[src/rtl/fexp2_bf16.sv]
// fexp2_bf16: bfloat16 y = 2^x. The operand is split into integer n and fraction f, 2^f comes
// from a shift-add antilog recurrence, and the result packs n+BIAS over the rounded mantissa.
module fexp2_bf16 #(
    parameter int EXP_WIDTH   = 8,
    parameter int FRACT_WIDTH = 7,
    parameter int BIAS        = 127,
    parameter int ITER        = 16
) (
    input  logic                   clk,
    input  logic                   rst,
    input  logic                   sign,
    input  logic [EXP_WIDTH-1:0]   exponent,
    input  logic [FRACT_WIDTH-1:0] fractional,
    input  logic                   valid_i,
    output logic                   s_res_o,
    output logic [EXP_WIDTH-1:0]   e_res_o,
    output logic [FRACT_WIDTH-1:0] f_res_o,
    output logic                   valid_o,
    output logic                   busy_o
);

    // Handshake: valid_i is taken only while busy_o is low (IDLE); anything offered while busy
    // is dropped. valid_o is a single-cycle pulse, and s/e/f_res_o hold until the next result.

    localparam int RES_W  = 1 + EXP_WIDTH + FRACT_WIDTH;
    localparam int INT_W  = 8;
    localparam int MAG_W  = INT_W + ITER;
    localparam int FX_W   = MAG_W + 1;
    localparam int N_W    = INT_W + 1;
    localparam int SH_OFF = ITER - FRACT_WIDTH;
    localparam int SH_W   = $clog2(ITER);
    localparam int STEP_W = $clog2(ITER + 1);
    localparam int E_SAT  = 7;
    localparam int E_MAX  = (1 << EXP_WIDTH) - 1;

    localparam logic [RES_W-1:0] RES_ZERO = '0;
    localparam logic [RES_W-1:0] RES_ONE  = {1'b0, EXP_WIDTH'(BIAS), FRACT_WIDTH'(0)};
    localparam logic [RES_W-1:0] RES_INF  = {1'b0, {EXP_WIDTH{1'b1}}, FRACT_WIDTH'(0)};
    localparam logic [RES_W-1:0] RES_NAN  = {1'b0, {EXP_WIDTH{1'b1}}, 1'b1, (FRACT_WIDTH-1)'(0)};
    localparam logic [ITER:0]    ACC_ONE  = {1'b1, ITER'(0)};

    typedef enum logic [1:0] {
        IDLE,
        CONVERT,
        ITERATE,
        PACK
    } state_t;

    state_t                 state;
    logic                   op_sign;
    logic [EXP_WIDTH-1:0]   op_exp;
    logic [FRACT_WIDTH-1:0] op_frac;
    logic                   special_q;
    logic [RES_W-1:0]       spec_res_q;
    logic [N_W-1:0]         n_q;
    logic [ITER-1:0]        r_q;
    logic [ITER:0]          acc_q;
    logic [STEP_W-1:0]      step_q;

    // T[i] = round(log2(1 + 2^-i) * 2^16)
    function automatic logic [ITER-1:0] t_val(input logic [STEP_W-1:0] i);
        case (i)
            5'd1:    t_val = 16'd38336;
            5'd2:    t_val = 16'd21098;
            5'd3:    t_val = 16'd11136;
            5'd4:    t_val = 16'd5732;
            5'd5:    t_val = 16'd2909;
            5'd6:    t_val = 16'd1466;
            5'd7:    t_val = 16'd736;
            5'd8:    t_val = 16'd369;
            5'd9:    t_val = 16'd184;
            5'd10:   t_val = 16'd92;
            5'd11:   t_val = 16'd46;
            5'd12:   t_val = 16'd23;
            5'd13:   t_val = 16'd12;
            5'd14:   t_val = 16'd6;
            5'd15:   t_val = 16'd3;
            5'd16:   t_val = 16'd1;
            default: t_val = '0;
        endcase
    endfunction

    int               e_unb;
    logic [SH_W-1:0]  sh;
    logic [MAG_W-1:0] mag;
    logic [FX_W-1:0]  fx;
    logic             conv_special;
    logic [RES_W-1:0] conv_res;

    // Operand to Q8.16 two's complement; exact whenever no special case applies.
    always_comb begin
        e_unb        = int'(op_exp) - BIAS;
        sh           = SH_W'(e_unb + SH_OFF);
        mag          = MAG_W'({1'b1, op_frac}) << sh;
        fx           = op_sign ? (FX_W'(0) - {1'b0, mag}) : {1'b0, mag};
        conv_special = 1'b1;
        conv_res     = RES_ONE;
        if (op_exp == '0) begin
            conv_res = RES_ONE;
        end else if (op_exp == '1) begin
            if (op_frac != '0) begin
                conv_res = RES_NAN;
            end else begin
                conv_res = op_sign ? RES_ZERO : RES_INF;
            end
        end else if (e_unb >= E_SAT) begin
            conv_res = op_sign ? RES_ZERO : RES_INF;
        end else if (e_unb < -SH_OFF) begin
            conv_res = RES_ONE;
        end else begin
            conv_special = 1'b0;
        end
    end

    logic [ITER-1:0] t_cur;

    always_comb begin
        t_cur = t_val(step_q);
    end

    logic [FRACT_WIDTH:0]   mant_sum;
    logic                   carry;
    logic [FRACT_WIDTH-1:0] mant;
    int                     e_pack;
    logic [RES_W-1:0]       pack_res;

    // Round half-up on the first dropped bit; a carry-out bumps the exponent.
    always_comb begin
        mant_sum = {1'b0, acc_q[ITER-1 -: FRACT_WIDTH]}
                 + {{FRACT_WIDTH{1'b0}}, acc_q[ITER-1-FRACT_WIDTH]};
        carry    = mant_sum[FRACT_WIDTH];
        mant     = carry ? '0 : mant_sum[FRACT_WIDTH-1:0];
        e_pack   = int'($signed(n_q)) + BIAS + int'(carry);
        if (e_pack <= 0) begin
            pack_res = RES_ZERO;
        end else if (e_pack >= E_MAX) begin
            pack_res = RES_INF;
        end else begin
            pack_res = {1'b0, EXP_WIDTH'(e_pack), mant};
        end
    end

    always_ff @(posedge clk) begin
        if (rst) begin
            state      <= IDLE;
            op_sign    <= 1'b0;
            op_exp     <= '0;
            op_frac    <= '0;
            special_q  <= 1'b0;
            spec_res_q <= '0;
            n_q        <= '0;
            r_q        <= '0;
            acc_q      <= '0;
            step_q     <= '0;
            s_res_o    <= 1'b0;
            e_res_o    <= '0;
            f_res_o    <= '0;
            valid_o    <= 1'b0;
        end else begin
            valid_o <= 1'b0;
            case (state)
                IDLE: begin
                    if (valid_i) begin
                        op_sign <= sign;
                        op_exp  <= exponent;
                        op_frac <= fractional;
                        state   <= CONVERT;
                    end
                end
                CONVERT: begin
                    special_q  <= conv_special;
                    spec_res_q <= conv_res;
                    n_q        <= fx[FX_W-1:ITER];
                    r_q        <= fx[ITER-1:0];
                    acc_q      <= ACC_ONE;
                    step_q     <= STEP_W'(1);
                    state      <= conv_special ? PACK : ITERATE;
                end
                ITERATE: begin
                    if (r_q >= t_cur) begin
                        r_q   <= r_q - t_cur;
                        acc_q <= acc_q + (acc_q >> step_q);
                    end
                    step_q <= step_q + STEP_W'(1);
                    if (step_q == STEP_W'(ITER)) begin
                        state <= PACK;
                    end
                end
                PACK: begin
                    {s_res_o, e_res_o, f_res_o} <= special_q ? spec_res_q : pack_res;
                    valid_o <= 1'b1;
                    state   <= IDLE;
                end
                default: state <= IDLE;
            endcase
        end
    end

    assign busy_o = (state != IDLE);

endmodule

[config.mk]
export PLATFORM = sky130hd
export DESIGN_NAME = fexp2_bf16
export DESIGN_NICKNAME = d
export VERILOG_FILES = /design/src/rtl/fexp2_bf16.sv
export SDC_FILE = /design/constraint.sdc
export NUM_CORES = 1
export LEC_CHECK = 0
export BUFFER_PORTS_ARGS = -buffer_cell sky130_fd_sc_hd__buf_2
export CORE_MARGIN = 2
export CORE_UTILIZATION = 55
export DETAILED_ROUTE_END_ITERATION = 10
export PLACE_DENSITY = 0.84
export SYNTH_ARGS = -nofsm -noshare
export SYNTH_HDL_FRONTEND = slang
export SYNTH_SLANG_ARGS = --single-unit
[constraint.sdc]
create_clock -name clk -period 4.4 [get_ports clk]
set_clock_uncertainty 0.2 [all_clocks]
set_input_delay 0.22 -clock clk [delete_from_list [all_inputs] [get_ports clk]]
set_output_delay 0.22 -clock clk [all_outputs]
set_load 0.005 [all_outputs]
==> metrics.md, run 1 <==
| Metric | Value |
|---|---|
| Final #Nets | `1169` |
| Starting density of the core | `55.9%` |
| Clk sinks | `101` |
| Post-Synth Simple-Gate Area | `23.8%` |
| Synth Warn # | `0` |
| Largest family of logic cells by synthesized area | `simple AND/OR/NAND/NOR gates` |
| Max FO, Critical Path | `11` |
| Critical Path AT | `roughly 4000 ps` |
| Hold Vio Cnt, Final | `0` |
| Layout cells sized above 1 | `10.3%` |
| WL per Instance | `16.5 microns` |
| Final period util | `about 92%` |
| Hold-critical path depth | `4` |
| Most common cell after layout, fill and taps aside | `nand2_1` |
| DIE WIDTH | `125 microns` |
| CP max stage delay | `480 ps` |
| Async set-reset flop share out of synthesis | `0%` |
| Pre-CTS setup slack | `227 ps` |
| CP Capture Point | `acc_q[15]$_SDFFE_PP0P_` |
| Worst slew pin tran | `857 ps` |
| Post-synth EDFFs | `0` |
| Final std cells w/o fill | `1281` |
| DRT iter0 DRCs | `897` |
| H-tree depth | `3` |
| Mean post-synth cell area | `7.56 sq um` |
| Io pins | `37` |
| Synth Instances | `about 1100` |
| Largest net degree at the start of global routing | `78` |
| Worst flop-to-flop path startpoint | `step_q[1]$_SDFFE_PP0N_` |
| CTS tree | `yes` |
| CP endpoint kind | `flop` |
| Hold path startpoint | `valid_i` |
| Slew headroom | `42.9%` |
| Total congestion overflow | `0` |
| Top Family by Delay on Critical Path | `compound AO/OA/AOI/OAI gates` |
| Fill cells | `between 1000 and 1500` |
| Peak VDD IR | `about 0.3 mV` |
| #FFs+latches synth | `101` |
| DR vias | `7957` |
| Hold WC Path Type | `primary input to flop` |
| Full die area | `15600 sq um` |
| Cell Area, Synth | `between 8000 and 9000 sq um` |
| Port Buffers | `35` |
| Final worst path period need | `4040 ps` |
| PwrDens | `598 nW/um^2` |
| XOR/XNOR share of the synthesized area | `approximately 6.8%` |
| Clock Path Buffers | `2` |
| Synth Area in Compound Gates | `approximately a quarter` |
| Overall power | `5.32 mW` |
| Run status | `finished, final reports clean` |
| Critical Path Slowest Stage Cell | `mux4_2` |
| Floorplan row count | `between 40 and 50` |
| Final ANT Viol Nets | `0` |
| Clock latency on the worst-skew pair | `370 ps` |
| Startpoint types | `flop` |
| N_diodes | `0` |
| Initial antenna violation count | `0` |
| Most used DFF post-synth | `dfxtp_1` |
| Total GRT Usage | `27.1%` |
| Mux contribution to synthesized area | `approximately 5.9%` |
| Kind of critical path | `flop to flop` |
| Slew Limit Fails | `0` |
| Worst Hold Slack | `152 ps` |
| Root Driver | `clkbuf_16` |
| Fin worst setup slack | `about 360 ps` |
| Gp weighted congestion | `between 0.9 and 1` |
| TritonCTS buffer count | `9` |
| Worst EP required | `around 4400 ps` |
| DIE HEIGHT | `approximately 130 microns` |
| Reg2reg end | `acc_q[15]$_SDFFE_PP0P_` |
| Post-route setup TNS | `0 ps` |
| Synth unique cells | `79` |
| Unrepaired setup endpoints after global routing | `false` |
| Most frequent cells in the layout | `120 x nand2_1, 108 x a21oi_1, 106 x nor2_1, 99 x dfxtp_1, 56 x ha_1` |
| Pre-Repair DR Iteration Count | `7` |
| Synth-to-Final Area Change | `10.2%` |
| Worst Setup SP | `step_q[1]$_SDFFE_PP0N_` |
| Core Footprint | `14400 sq um` |
| Final wirelength | `21.2 mm` |
| First-pass GRT wire length | `35.7 mm` |
| Detailed placer's ending HPWL | `approximately 15 mm` |
| Critical path cell sequence | `buf_4 -> mux2i_1 -> a21oi_1 -> mux4_2 -> mux2_2 -> ha_1 -> a21o_1 -> a21o_1 -> a21oi_1 -> o21a_1 -> o31ai_1 -> o41ai_1 -> xnor2_1 -> a22oi_1 -> nor2_1` |
| CP Depth | `15` |
| Leak Pwr | `3.54 nW` |
| DR DRC count | `0` |
| Max Cap Viol | `0` |
| Vias per cell | `6.21` |
| Worst-case reg-to-reg path depth | `15` |
| Crit path buffers/inverters | `1` |
| Synth Area in Adders | `9.31%` |
| Final setup fails | `0` |
| Reg2reg setup slack | `360 ps` |
| Syn_nets | `approximately 1100` |
| Seq/Total Area, Yosys | `25.1%` |
| Worst-path clk slew | `80 ps` |
| Max frequency | `0.248 GHz` |
| Number of global-route vias before repair | `7463` |
| Placed Instances | `1248` |
-- metrics by stage --
stage / utilization [%] / cell area, sq um
2_1_floorplan: - / 8060
6_report: 61.6 / 8880
4_1_cts: 61.6 / 8880
3_3_place_gp: 58.4 / 8420
5_1_grt: 61.6 / 8880
3_5_place_dp: 58.4 / 8420
-- kinds of logic (layout without fill, tap and decap cells) --
kind of cell | after synthesis | count (layout)
XOR/XNOR | 62 | 62
other | 1 | 1
flip-flops | 101 | 101
adder cells (fa/ha/maj) | 59 | 59
AO/OA/AOI/OAI | 297 | 297
buffers and inverters | 108 | 139
multiplexers | 35 | 35
AND/OR/NAND/NOR | 403 | 403
-- cell type report --
| cell class | count | area [sq um] | share of cell area, % |
|---|---|---|---|
| repair buffers | 81 | 563 | 6.34 |
| clock buffers | 9 | 225 | 2.54 |
| well taps | 184 | 230 | 2.59 |
| multi-input cells | 857 | 5610 | 63.2 |
| flip-flops and latches | 101 | 2020 | 22.8 |
| inverters | 42 | 158 | 1.77 |
| clock inverters | 7 | 68.8 | 0.775 |
-- where the power goes --
group	internal [mW]	total (mW)	switching, mW	leakage (nW)
registers	1.10	1.28	0.180	0.824
clock network	0.398	0.817	0.419	0.137
logic	1.28	3.22	1.94	2.58
-- cell usage after synthesis, types with 5 or more instances --
master	n	area, sq um
nand4_1	12	75.1
dfxtp_1	101	2020
ha_1	56	701
mux2i_1	22	220
xnor2_1	35	307
mux4_2	8	180
nand3_1	36	180
nor3_1	39	195
nor4_1	5	31.3
clkbuf_1	50	188
nor2_1	106	398
buf_1	8	30.0
a2bb2oi_1	5	43.8
xor2_1	26	228
and2_1	10	62.6
o21a_1	12	90.1
or3_1	12	75.1
o21ai_0	47	235
nor2b_1	16	100
a311oi_1	6	52.6
inv_1	40	150
o211ai_1	11	82.6
buf_2	5	25.0
a211oi_1	32	240
and3_1	9	56.3
a22oi_1	7	52.6
nand2_1	120	450
a21o_1	12	90.1
a21oi_1	108	541
nand2b_1	13	81.3
a31oi_1	9	56.3
-- flip-flops by register name, indices dropped and copies added (netlist names), 2 cells and up --
register and count:
acc_q 17, r_q 16, t_cur 16, n_q 9, e_res_o 8, op_exp 8, f_res_o 7, op_frac 7
step_q 5, spec_res_q 3, state 2
-- metal layers --
layer | global-route usage [%] | wire [microns] | part of all wire (%)
met1 | 35.9 | 9460 | 45
met2 | 44.4 | 9960 | 47
met3 | 3.47 | 1260 | 6.0
met4 | 11.8 | 504 | 2.4
met5 | 0 | 0 | 0
-- what timing repair did --
| item | CTS | global route |
|---|---|---|
| gates resized for setup | 0 | 3 |
| buffers inserted | 0 | 0 |
| hold buffers | 17 | 0 |
| setup endpoints to repair | 0 | 3 |
| hold endpoints to repair | 20 | 0 |
-- worst reg2reg max path: stages, from the launching register on --
cell and delay (ps):
dfxtp_2 440, buf_4 230, mux2i_1 250, a21oi_1 130, mux4_2 480, mux2_2 280
ha_1 200, a21o_1 160, a21o_1 220, a21oi_1 250, o21a_1 220, o31ai_1 120
o41ai_1 390, xnor2_1 120, a22oi_1 160, nor2_1 50
-- worst min-delay path by stage --
stage / to / slack, ps
floorplan: op_exp[6]$_SDFFE_PP0P_ / 160
global placement: r_q[6]$_SDFFE_PP0P_ / 250
detailed placement: r_q[6]$_SDFFE_PP0P_ / 260
CTS: state[0]$_SDFFE_PP0P_ / 140
global route: state[0]$_SDFFE_PP0P_ / 180
finish: state[0]$_SDFFE_PP0P_ / 150
No activity file was read; power rests on OpenSTA's default activity.
==> run 2, diff against run 1 <==
--- a/config.mk
+++ b/config.mk
@@ -6,10 +6,14 @@
 export NUM_CORES = 1
 export LEC_CHECK = 0
 export BUFFER_PORTS_ARGS = -buffer_cell sky130_fd_sc_hd__buf_2
+export CAP_MARGIN = 10
+export CELL_PAD_IN_SITES_DETAIL_PLACEMENT = 1
+export CELL_PAD_IN_SITES_GLOBAL_PLACEMENT = 2
 export CORE_MARGIN = 2
-export CORE_UTILIZATION = 55
+export CORE_UTILIZATION = 34
+export CTS_BUF_LIST = sky130_fd_sc_hd__clkbuf_8 sky130_fd_sc_hd__clkbuf_16
 export DETAILED_ROUTE_END_ITERATION = 10
-export PLACE_DENSITY = 0.84
+export PLACE_DENSITY = 0.87
 export SYNTH_ARGS = -nofsm -noshare
 export SYNTH_HDL_FRONTEND = slang
 export SYNTH_SLANG_ARGS = --single-unit
==> run 2 against run 1 <==
Fmax shrank 0.98%; non-clock buffer count grew 4; clock-buffer cell count is the same; via count shrank 2.5%; cell count grew 11%; critical path depth grew 3; first-iteration DRC count shrank 51%; worst hold slack lost 79 ps; global-route usage shrank 7.0 points; total power grew 1.6%; critical path type unchanged; largest cell class unchanged.
==> metrics.md, run 2 (synthesized netlist as in run 1, its figures left out) <==
| Metric | Value |
|---|---|
| N_diodes | `0` |
| Hold Vio Cnt, Final | `0` |
| DIE HEIGHT | `158 microns` |
| Fill cells | `2923` |
| Most common cell after layout, fill and taps aside | `nand2_1` |
| Largest register FFs | `17` |
| WL per Instance | `17.2 microns` |
| Crit path buffers/inverters | `2` |
| Clock latency on the worst-skew pair | `around 360 ps` |
| Overall power | `5.40 mW` |
| Final ANT Viol Nets | `0` |
| Unrepaired setup endpoints after global routing | `false` |
| Worst-path clk slew | `80 ps` |
| Final setup fails | `0` |
| Post-CTS Setup Inserts | `0` |
| Most frequent cells in the layout | `120 x nand2_1, 108 x a21oi_1, 106 x nor2_1, 100 x dfxtp_1, 56 x ha_1` |
| Max Cap Viol | `0` |
| Largest net degree at the start of global routing | `81` |
| Full die area | `about 25000 sq um` |
| Top Family by Delay on Critical Path | `compound AO/OA/AOI/OAI gates` |
| Kind of critical path | `flop to flop` |
| Total GRT Usage | `between 20% and 30%` |
| Layout cells sized above 1 | `10.6%` |
| First-pass GRT wire length | `slightly above 40 mm` |
| Max frequency | `0.245 GHz` |
| CP endpoint kind | `flop` |
| CP max stage delay | `470 ps` |
| Initial antenna violation count | `0` |
| Total congestion overflow | `0` |
| DR DRC count | `0` |
| PwrDens | `594 nW/um^2` |
| Placed Instances | `between 1000 and 1500` |
| Root Driver | `clkbuf_16` |
| Leak Pwr | `3.56 nW` |
| Detailed placer's ending HPWL | `18.3 mm` |
| Final std cells w/o fill | `1420` |
| DIE WIDTH | `158 microns` |
| TritonCTS buffer count | `9` |
| CTS tree | `yes` |
| Final Util | `38.8%` |
| Pre-CTS setup slack | `about 230 ps` |
| Vias per cell | `roughly 5.5` |
| Register area | `between 2000 and 2500 sq um` |
| Slew Limit Fails | `0` |
| Worst slew pin tran | `between 900 and 1000 ps` |
| Fin worst setup slack | `324 ps` |
| Final #Nets | `between 1000 and 1500` |
| DRT iter0 DRCs | `440` |
| H-tree depth | `3` |
| Core Footprint | `23400 sq um` |
| Register with the most flip-flops | `acc_q` |
| Worst EP required | `4460 ps` |
| Max FO, Critical Path | `22` |
| Hold WC Path Type | `primary input to flop` |
| Io pins | `37` |
| Peak VDD IR | `0.259 mV` |
| Clk sinks | `101` |
| Final wirelength | `~24 mm` |
| Critical path cell sequence | `buf_12 -> nor2b_1 -> a211oi_1 -> a21oi_1 -> mux4_2 -> mux2_2 -> ha_1 -> inv_1 -> fa_1 -> nor2b_1 -> o21a_1 -> o21ai_0 -> a211oi_1 -> nor2_1 -> a211o_1 -> o21ai_1 -> and4_1 -> nor4_1` |
| Clock Path Buffers | `2` |
| Run status | `finished, final reports clean` |
| Slew headroom | `38.4%` |
| Floorplan row count | `56` |
| Synth-to-Final Area Change | `12.7%` |
| Final period util | `92.6%` |
| Gp weighted congestion | `0.866` |
| DR vias | `7760` |
| Number of global-route vias before repair | `7802` |
| Pre-Repair DR Iteration Count | `5` |
| Critical Path AT | `4140 ps` |
| Multi-input gate area | `5610 sq um` |
| Port Buffers | `35` |
| Startpoint types | `flop` |
| Post-route setup TNS | `0 ps` |
| Critical Path Slowest Stage Cell | `mux4_2` |
| Final worst path period need | `just over 4000 ps` |
| Starting density of the core | `34.4%` |
[run 2: repair_timing]
action / in CTS / in global routing
gates resized for setup: 0 / 2
hold endpoints to repair: 16 / 0
endpoints found under the setup margin: 0 / 1
hold buffers: 16 / 0
[run 2: cell type report]
cell class	instances	share of cell area, %
Sequential cell	101	22.3
Tap cell	319	4.39
Clock buffer	9	2.48
Multi-Input combinational cell	857	61.8
Inverter	42	1.73
Clock inverter	7	0.716
Timing Repair Buffer	85	6.64
[run 2: path summary, 6_finish.rpt]
| kind | end | cells after the start | start | slack, ps |
|---|---|---|---|---|
| worst max-delay path | acc_q[16]$_SDFFE_PP0P_ | 18 | step_q[1]$_SDFFE_PP0N_ | 320 |
| worst min-delay path | t_cur[2]$_SDFF_PP0_ | 4 | rst | 70 |
| worst max register to register | acc_q[16]$_SDFFE_PP0P_ | 18 | step_q[1]$_SDFFE_PP0N_ | 320 |
| worst min register to register | f_res_o[0]$_SDFFE_PP0P_ | 2 | f_res_o[0]$_SDFFE_PP0P_ | 270 |
[run 2: routing by layer]
layer	up-vias	GRT usage [%]	routed length, microns
li1	3885	-	-
met1	3771	27.0	11900
met2	85	34.8	11700
met3	19	2.55	539
met4	0	3.90	280
met5	-	0	0
[run 2: per-stage QoR]
step / instance area, sq um / hold slack [ps]
detailed placement: 8640 / 264
global route: 9090 / 102
CTS: 9090 / 63.1
floorplan: 8060 / 156
finish: 9090 / 72.6
global placement: 8640 / 246
[run 2: power breakdown]
| group | internal [mW] | switching (mW) | leakage [nW] |
|---|---|---|---|
| Combinational | 1.30 | 2.01 | 2.60 |
| Sequential | 1.10 | 0.174 | 0.824 |
| Clock | 0.397 | 0.416 | 0.137 |
[run 2: worst register-to-register path: stages (launching register included)]
cell and delay [ps]:
dfxtp_2 410, buf_12 190, nor2b_1 60, a211oi_1 240, a21oi_1 110, mux4_2 470, mux2_2 270, ha_1 210
inv_1 80, fa_1 220, nor2b_1 60, o21a_1 190, o21ai_0 260, a211oi_1 160, nor2_1 130, a211o_1 170
o21ai_1 110, and4_1 200, nor4_1 240
==> run 3, diff against run 2 <==
--- a/config.mk
+++ b/config.mk
@@ -10,10 +10,10 @@
 export CELL_PAD_IN_SITES_DETAIL_PLACEMENT = 1
 export CELL_PAD_IN_SITES_GLOBAL_PLACEMENT = 2
 export CORE_MARGIN = 2
-export CORE_UTILIZATION = 34
+export CORE_UTILIZATION = 30
 export CTS_BUF_LIST = sky130_fd_sc_hd__clkbuf_8 sky130_fd_sc_hd__clkbuf_16
 export DETAILED_ROUTE_END_ITERATION = 10
-export PLACE_DENSITY = 0.87
+export PLACE_DENSITY = 0.77
 export SYNTH_ARGS = -nofsm -noshare
 export SYNTH_HDL_FRONTEND = slang
 export SYNTH_SLANG_ARGS = --single-unit
==> constraint.sdc (replaced) <==
create_clock -name clk -period 5.02 [get_ports clk]
set_clock_uncertainty 0.2 [all_clocks]
set_input_delay 0.251 -clock clk [delete_from_list [all_inputs] [get_ports clk]]
set_output_delay 0.251 -clock clk [all_outputs]
set_load 0.005 [all_outputs]
==> run 3 against run 2 <==
Clock-buffer cell count is the same; utilization fell by 4.5 points; cell count is essentially flat; sequential power fell by 12%; first-iteration DRC count is 8.4% higher; worst hold slack improved by 130 ps; routed wire length shrank 0.16%; sequential share of layout area grew 0.22 points; total power decreased by 13%; clock power decreased by 8.4%; via count decreased by 1.6%; largest cell class unchanged.
==> metrics.md, run 3 (synthesized netlist as in run 1, its figures left out) <==
| Metric | Value |
|---|---|
| Run status | `finished, final reports clean` |
| PwrDens | `524 nW/um^2` |
| Total GRT Usage | `17.7%` |
| Clock Path Buffers | `2` |
| DR DRC count | `0` |
| Leak Pwr | `3.49 nW` |
| Worst flop-to-flop path startpoint | `step_q[1]$_SDFFE_PP0N_` |
| Final worst path period need | `around 4400 ps` |
| Initial antenna violation count | `0` |
| Worst-case reg-to-reg path depth | `17` |
| Max frequency | `around 0.23 GHz` |
| Slew Limit Fails | `0` |
| Met2 wire length | `11.4 mm` |
| Max Cap Viol | `0` |
| Startpoint types | `flop` |
| Critical path cell sequence | `mux2_2 -> nor2_1 -> a21oi_1 -> mux4_2 -> mux2_2 -> ha_1 -> inv_1 -> fa_1 -> nor2b_1 -> o21a_1 -> o21ai_0 -> a211oi_1 -> nor2_1 -> a211o_1 -> o21ai_0 -> and4_1 -> nor4_1` |
| Largest net degree at the start of global routing | `78` |
| DIE WIDTH | `168 microns` |
| Final period util | `88.3%` |
| Final Util | `34.3%` |
| Detailed placer's ending HPWL | `18.0 mm` |
| Hold path startpoint | `valid_i` |
| Overall power | `4.71 mW` |
| Slew headroom | `34.8%` |
| Critical Path Slowest Stage Cell | `dfxtp_1` |
| N_diodes | `0` |
| Highest metal used | `met4` |
| Io pins | `37` |
| Clock latency on the worst-skew pair | `370 ps` |
| H-tree depth | `3` |
| Most frequent cells in the layout | `120 x nand2_1, 108 x a21oi_1, 106 x nor2_1, 101 x dfxtp_1, 56 x ha_1` |
| Worst slew pin tran | `about 950 ps` |
| Final #Nets | `1156` |
| Post-route setup TNS | `0 ps` |
| Kind of critical path | `flop to flop` |
| Worst Setup SP | `step_q[1]$_SDFFE_PP0N_` |
| Final std cells w/o fill | `1419` |
| Core Footprint | `26200 sq um` |
| Number of global-route vias before repair | `7555` |
| CTS resizes | `0` |
| Placed Instances | `1386` |
| Final setup fails | `0` |
| Min-Delay Endpoint | `state[0]$_SDFFE_PP0P_` |
| CTS tree | `yes` |
| DIE HEIGHT | `168 microns` |
| Worst-path clk slew | `approximately 90 ps` |
| Clk sinks | `101` |
| Total congestion overflow | `0` |
| Unrepaired setup endpoints after global routing | `false` |
| Fill cells | `between 3000 and 4000` |
| Final wirelength | `around 24 mm` |
| DR WL met3 | `531 microns` |
| DRT iter0 DRCs | `477` |
| Critical Path AT | `between 4000 and 5000 ps` |
| Hold-critical path depth | `4` |
| CP max stage delay | `820 ps` |
| Most common cell after layout, fill and taps aside | `nand2_1` |
| Wl on met1 | `between 10 and 15 mm` |
| Root Driver | `clkbuf_16` |
| CP endpoint kind | `flop` |
| WL per Instance | `between 15 and 20 microns` |
| Vias per cell | `5.38` |
| Worst EP required | `5090 ps` |
| Final ANT Viol Nets | `0` |
| Reg2reg end | `acc_q[16]$_SDFFE_PP0P_` |
| Hold Vio Cnt, Final | `0` |
| Reg2reg setup slack | `590 ps` |
| Layout cells sized above 1 | `9.04%` |
| Floorplan row count | `59` |
| Top Family by Delay on Critical Path | `multiplexers` |
| Synth-to-Final Area Change | `11.6%` |
| Starting density of the core | `a little under a third` |
| Hold WC Path Type | `primary input to flop` |
| Full die area | `about 28000 sq um` |
| Port Buffers | `35` |
| Gp weighted congestion | `0.839` |
| Worst Hold Slack | `200 ps` |
| Crit path buffers/inverters | `1` |
| Peak VDD IR | `0.190 mV` |
| TritonCTS buffer count | `9` |
| Largest register FFs | `17` |
| Pre-Repair DR Iteration Count | `5` |
| First-pass GRT wire length | `40.5 mm` |
| Max FO, Critical Path | `18` |
| DR vias | `7638` |
| Register with the most flip-flops | `acc_q` |
run 3: changes by cell type in the layout (fill, tap and decap cells not counted), sizes merged:
| cell | before | now |
|---|---|---|
| clkinv | 3 | 5 |
| buf | 69 | 51 |
| clkinvlp | 2 | 0 |
| dlygate4sd3 | 16 | 17 |
run 3: worst reg2reg max path, stage by stage (launching register included):
cell and delay (ps):
dfxtp_1 820, mux2_2 420, nor2_1 90, a21oi_1 60, mux4_2 480, mux2_2 280
ha_1 200, inv_1 80, fa_1 210, nor2b_1 70, o21a_1 180, o21ai_0 260
a211oi_1 140, nor2_1 130, a211o_1 160, o21ai_0 140, and4_1 220, nor4_1 220
run 3: how the worst max path moves through the flow:
| stage | endpoint | slack [ps] | cells past startpoint |
|---|---|---|---|
| detailed placement | acc_q[16]$_SDFFE_PP0P_ | 610 | 15 |
| global route | acc_q[16]$_SDFFE_PP0P_ | 160 | 15 |
| CTS | acc_q[16]$_SDFFE_PP0P_ | 570 | 17 |
| global placement | acc_q[16]$_SDFFE_PP0P_ | 680 | 15 |
| finish | acc_q[16]$_SDFFE_PP0P_ | 590 | 17 |
| floorplan | n_q[2]$_SDFFE_PP0P_ | 680 | 19 |
run 3: repair_timing:
item | 4_1_cts | 5_1_grt
buffers inserted | 0 | 0
hold buffers | 17 | 0
hold endpoints to repair | 20 | 0
run 3: metal layers:
layer	vias to the layer above	GRT usage, %
met5	-	0
met4	0	3.44
met3	16	2.47
met2	79	29.2
met1	3706	24.6
li1	3837	-
run 3: area by class of cell:
type / instances / area (sq um) / share of cell area (%)
Sequential cell: 101 / 2020 / 22.5
Inverter: 42 / 158 / 1.75
Tap cell: 335 / 419 / 4.66
Multi-Input combinational cell: 857 / 5610 / 62.4
Clock inverter: 7 / 88.8 / 0.988
Clock buffer: 9 / 225 / 2.50
Timing Repair Buffer: 68 / 465 / 5.18
run 3: stage by stage:
stage	setup WS [ps]	instance area (sq um)
after floorplan	683	8060
after global placement	678	8510
after detailed placement	606	8510
after CTS	566	8990
after global routing	155	8990
final	590	8990
run 3: report_power, final:
part | switching (mW) | internal (mW) | leakage [nW]
logic | 1.74 | 1.10 | 2.51
registers | 0.164 | 0.965 | 0.823
clock network | 0.386 | 0.360 | 0.152
